`src/rtl/div_frec_multi.sv`:
```
// Multi-channel programmable tick / square-wave generator.
// Each channel has a shadowed divisor and mode, applied at its terminal count.
module div_frec_multi #(
  parameter int CHANNELS = 4,
  parameter int WIDTH = 26,
  parameter logic [WIDTH-1:0] DEFAULT_DIV = WIDTH'(833_333),
  localparam int CH_W = (CHANNELS > 1) ? $clog2(CHANNELS) : 1
) (
  input  logic                clk,
  input  logic                i_Rst,
  input  logic                i_CE,
  input  logic [CHANNELS-1:0] i_ch_en,
  input  logic                i_wr,
  input  logic [CH_W-1:0]     i_wr_ch,
  input  logic [WIDTH-1:0]    i_wr_div,
  input  logic                i_wr_mode,
  output logic                o_wr_ack,
  output logic [CHANNELS-1:0] o_pend,
  output logic [CHANNELS-1:0] o_tick,
  output logic [CHANNELS-1:0] o_clk
);

  logic [WIDTH-1:0]    cnt    [CHANNELS];
  logic [WIDTH-1:0]    div_q  [CHANNELS];
  logic [WIDTH-1:0]    sh_div [CHANNELS];
  logic [CHANNELS-1:0] mode_q;
  logic [CHANNELS-1:0] sh_mode;
  logic [CHANNELS-1:0] pend_q;
  logic [CHANNELS-1:0] tick_q;
  logic [CHANNELS-1:0] clk_q;
  logic [CHANNELS-1:0] wr_hit;
  logic                ack_q;

  // Out-of-range channel indices simply match no channel.
  always_comb begin
    wr_hit = '0;
    for (int n = 0; n < CHANNELS; n++) begin
      wr_hit[n] = i_wr && (i_wr_ch == CH_W'(n));
    end
  end

  always_ff @(posedge clk) begin
    if (i_Rst) begin
      for (int n = 0; n < CHANNELS; n++) begin
        cnt[n]    <= '0;
        div_q[n]  <= DEFAULT_DIV;
        sh_div[n] <= DEFAULT_DIV;
      end
      mode_q  <= '0;
      sh_mode <= '0;
      pend_q  <= '0;
      tick_q  <= '0;
      clk_q   <= '0;
      ack_q   <= 1'b0;
    end else begin
      ack_q <= i_wr;
      for (int n = 0; n < CHANNELS; n++) begin
        if (!i_ch_en[n]) begin
          cnt[n]    <= '0;
          tick_q[n] <= 1'b0;
          clk_q[n]  <= 1'b0;
          if (pend_q[n]) begin
            div_q[n]  <= sh_div[n];
            mode_q[n] <= sh_mode[n];
            pend_q[n] <= 1'b0;
          end
        end else if (i_CE) begin
          if (cnt[n] == div_q[n]) begin
            cnt[n]    <= '0;
            tick_q[n] <= 1'b1;
            if (pend_q[n]) begin
              div_q[n]  <= sh_div[n];
              mode_q[n] <= sh_mode[n];
              pend_q[n] <= 1'b0;
            end
            // A mode switch restarts the output low so no runt pulse appears.
            if (pend_q[n] && (sh_mode[n] != mode_q[n])) begin
              clk_q[n] <= 1'b0;
            end else if (mode_q[n]) begin
              clk_q[n] <= ~clk_q[n];
            end else begin
              clk_q[n] <= 1'b1;
            end
          end else begin
            cnt[n]    <= cnt[n] + WIDTH'(1);
            tick_q[n] <= 1'b0;
            if (!mode_q[n]) clk_q[n] <= 1'b0;
          end
        end else begin
          tick_q[n] <= 1'b0;
          if (!mode_q[n]) clk_q[n] <= 1'b0;
        end
        // A same-edge write lands after any apply and keeps pend set.
        if (wr_hit[n]) begin
          sh_div[n]  <= i_wr_div;
          sh_mode[n] <= i_wr_mode;
          pend_q[n]  <= 1'b1;
        end
      end
    end
  end

  assign o_wr_ack = ack_q;
  assign o_pend   = pend_q;
  assign o_tick   = tick_q;
  assign o_clk    = clk_q;

endmodule

```
`config.mk`:
```
export PLATFORM = sky130hd
export DESIGN_NAME = div_frec_multi
export DESIGN_NICKNAME = d
export VERILOG_FILES = /design/src/rtl/div_frec_multi.sv
export SDC_FILE = /design/constraint.sdc
export NUM_CORES = 1
export LEC_CHECK = 0
export CAP_MARGIN = 20
export CORE_ASPECT_RATIO = 1.2
export CORE_MARGIN = 3
export CORE_UTILIZATION = 30
export CTS_BUF_LIST = sky130_fd_sc_hd__clkbuf_4 sky130_fd_sc_hd__clkbuf_8 sky130_fd_sc_hd__clkbuf_16
export DETAILED_ROUTE_END_ITERATION = 10
export GPL_ROUTABILITY_DRIVEN = 0
export PLACE_DENSITY = 0.45
export SYNTH_ARGS = -nofsm -noshare
export SYNTH_HDL_FRONTEND = slang
export SYNTH_SLANG_ARGS = --single-unit
```
`constraint.sdc`:
```
create_clock -name clk -period 4.78 [get_ports clk]
set_clock_uncertainty 0.1 [all_clocks]
set_input_delay 0.956 -clock clk [delete_from_list [all_inputs] [get_ports clk]]
set_output_delay 0.956 -clock clk [all_outputs]
set_load 0.03 [all_outputs]
```
After elaboration in Yosys (flattened, before gate mapping) --
Memories as Yosys holds them, arrays and structs flattened. Index checks and enable logic that the tools add are counted.
Word-level totals: flip-flop bits (word level) 21, logic and storage cells 283, memory bits (writable) 312, output and inout port bits 13, memories 3
Memories:
- cnt | words 4, width 26, rd ports 4, clocked after memory_dff 0, wr ports 4, RTL line 23 | logic [WIDTH-1:0] cnt [CHANNELS];
- div_q | words 4, width 26, rd ports 4, clocked after memory_dff 0, wr ports 4, RTL line 24 | logic [WIDTH-1:0] div_q [CHANNELS];
- sh_div | words 4, width 26, rd ports 4, clocked after memory_dff 0, wr ports 4, RTL line 25 | logic [WIDTH-1:0] sh_div [CHANNELS];
Operators by class: add/sub/neg operators 4, reduce and logical (&&, ||, !) cells 21, bitwise gates (word level) 32, eq/ne operators 27, muxes and demuxes 178
Operators with widths (number):
- $mux W26 | 24
- $mux W1 | 154
- $add A26 B1 Y26 const B | 4
- $eq A26 B26 Y1 | 4
- $or A1 B1 Y1 | 24
- $reduce_and A2 Y1 | 8
- $ne A3 B1 Y1 const B | 4
- $ne A3 B2 Y1 const B | 4
- $logic_and A1 B1 Y1 | 8
- $ne A2 B1 Y1 const B | 4
- $ne A2 B2 Y1 const B | 4
- $not A1 Y1 | 8
- $reduce_or A2 Y1 | 4
- $eq A2 B2 Y1 const B | 2
- $ne A1 B1 Y1 | 4
- $eq A2 B1 Y1 const B | 1
- $logic_not A2 Y1 | 1

Logic depth before layout (Yosys ltp) --
depth in word-level cells 8, gate-level depth with buffers 8, gate-level depth less buffers 6

Least setup slack after synthesis --
Ideal clock, no wire load.
path type input to register, start input port i_CE, end memory div_q[0][0], enable pin, path buffers 1, stages 4, setup slack 0.876 ns, arrival time 3.359 ns, cells stage by stage clkbuf_1 > and2_1 > a31oi_1 > o21ai_0
RTL lines:
- start: declaration | RTL line 11 | input logic i_CE,
- end: declaration | RTL line 24

==> impl_metrics.toml <==
[global_routing]
met2_usage_pct = 23.0
busiest_layer = "met2"
grt.met1_usage_pct = 18.3
grt_pass1_vias = 9344
antenna_found_initial = 9
track_usage_pct = 13.9
grt_pass1_wl_um = 57500
grt-ovfl-total = 0
grt_max_degree = 29
met3_usage_pct = 2.42

[clock_network]
cts_tree = "built"
cts_resized = 0
path_clk_slew_ns = 0.06
cts_hold_buf = 0
cts_setup_buffers = 0
clockRootBuffer = "clkbuf_16"
cts_max_path_buffers = 3
cts_made_buffers = 37
cts.sinks = 333
htreeDepth = 2
insertion_delay_ns = 0.53

[power_and_ir_drop]
p_per_area_mw_per_mm2 = 375
p_total_mw = 6.83
ir_drop_mv = 0.243
p_leak_nw = 5.91

[detailed_routing]
vias = 9335
routed_wl_um = 37800
routed_via_density = 4.61
final_antenna_net_count = 0
route.detailed.drc = 0
drt-initial-drc-count = 586
wl_per_cell_um = 18.7
firstDrtPassIters = 5

[synth]
ys_warn_count = 0
ys_ff_latch = 333
ys_seq_area_share_pct = 63.0
synth_top_area_share_pct = 60.3
synth.area.top_cells = "edfxtp_1, xor2_1, xnor2_1"
syn_inst = 1240
synth_area_leader_cell = "edfxtp_1"
synth_edf_count = 312
postSynth.asyncResetShare_pct = 0
avgSynthCellArea_um2 = 12.5
synthTopCellsByCount = "edfxtp_1, nor2_1, xor2_1, and2_1, xnor2_1"
yosysUniqueCellTypes = 49
syn_nets = 1281
synth.most_common_cell = "edfxtp_1"
synth_ff_type = "edfxtp_1"
syn_area_mm2 = 0.0155

[timing]
hold_ws_ns = 0.389
fin_ws_ns = 1.81
relSlewSlack_pct = 35.5
hold_violations = 0
finalMaxSlewViolations = 0
finalCriticalPeriod_ns = 2.97
worst_pin_slew_ns = 0.960
setup_viol = 0
rsz0062_at_grt = "false"
fin_crit_sh_pct = 62.1
fmax_mhz = 337
fin_setup_tns_ns = 0

[outcome]
outcome = "finished clean"

[layout]
area_growth_pct = 17.1
fin_cells = 2024
drive_gt1_share_pct = 8.86
fin_nets = 1344
design_area_mm2 = 0.0182
finalCoreUtilization_pct = 35.9

[setup_path]
worstPathRequired_ns = 4.92
worstPathMaxFanout = 26
worst_setup_path_start_kind = "input pin"
path_class = "in2reg"
arrival_ns = 3.11
end_kind = "flip-flop"

[floorplanning]
chipHeight_um = 255
rows = 90
start_util_pct = 30.6
die_area_mm2 = 0.0546
ios = 50
core_mm2 = 0.0508
die_w_um = 214

[flow_run]
maxCapViolCount = 0

[placed_design]
place_inst = 1952
dp_hpwl_um = 25500
dpl_worst_slack_ns = 1.19
placed_area_mm2 = 0.0169
portBuffers = 49

[worst_hold_path]
holdCritPathClass = "reg2reg"
[sequential cells by signal, indices dropped and copies added, names as in the netlist]
register  count
cnt         104
div_q       104
sh_div      104
mode_q        4
o_clk         4
o_pend        4
o_tick        4
sh_mode       4
o_wr_ack      1
[cells in the final DEF (no fill, tap or decap), types with 14 or more instances in the layout]
master,instances
clkbuf_16,39
inv_1,17
o21ai_0,14
nand2b_1,65
xnor2_1,77
nand2_1,55
nor3b_1,20
buf_4,21
nand3_1,38
xor2_1,121
nor4_1,17
nor3_1,19
dfxtp_1,21
edfxtp_1,312
clkdlybuf4s50_1,49
or3_1,43
and3_1,15
nor2_1,131
and2_1,105
nand4_1,44
[logic make-up (layout without fill, tap and decap cells)]
group | count (synthesis) | in the layout | synth area share, %
DFF | 333 | 333 | 63.0
adders and majority gates | 4 | 4 | 0.322
and+or+nand+nor | 593 | 593 | 21.3
buffers and inverters | 65 | 157 | 1.84
other | 0 | 2 | 0
muxes | 2 | 2 | 0.129
AOI/OAI and AO/OA | 45 | 45 | 2.25
xor gates and xnor gates | 198 | 198 | 11.2
[final cells by class]
| cell class | instances | area (um^2) |
|---|---|---|
| inverter | 17 | 63.8 |
| tap | 690 | 863 |
| sequential | 333 | 9790 |
| timing repair buffer | 72 | 674 |
| clock buffer | 49 | 1070 |
| antenna | 2 | 5.00 |
| clock inverter | 19 | 243 |
| fill | 4947 | 32600 |
| multi-input combinational | 842 | 5500 |
[worst max-delay path: stages]
cell and delay [ns]:
clkdlybuf4s50_1 0.45, buf_4 0.23, nor2b_1 0.16, buf_4 0.21
nand4_1 0.18, o31ai_4 0.77, nand2b_1 0.14
[metal layers]
| metal | wire length (um) | vias up |
|---|---|---|
| met4 | 1220 | 6 |
| li1 | - | 4556 |
| met5 | 37 | - |
| met3 | 1690 | 67 |
| met1 | 16200 | 4527 |
| met2 | 18600 | 179 |
[power breakdown]
part	switching [mW]	internal, mW
logic	0.202	0.128
clock network	1.18	1.90
registers	0.0936	3.32
total	1.48	5.35
[path summary, 6_finish.rpt]
kind | cells past startpoint | slack (ns) | start | to
worst max-delay path | 7 | 1.81 | i_CE | div_q[1][15]
worst min-delay path | 1 | 0.39 | sh_div[0][9] | div_q[0][9]
worst min register to register | 1 | 0.39 | sh_div[0][9] | div_q[0][9]
worst max register to register | 5 | 1.96 | cnt[0][11] | cnt[0][11]
No activity file was read; power rests on OpenSTA's default activity.
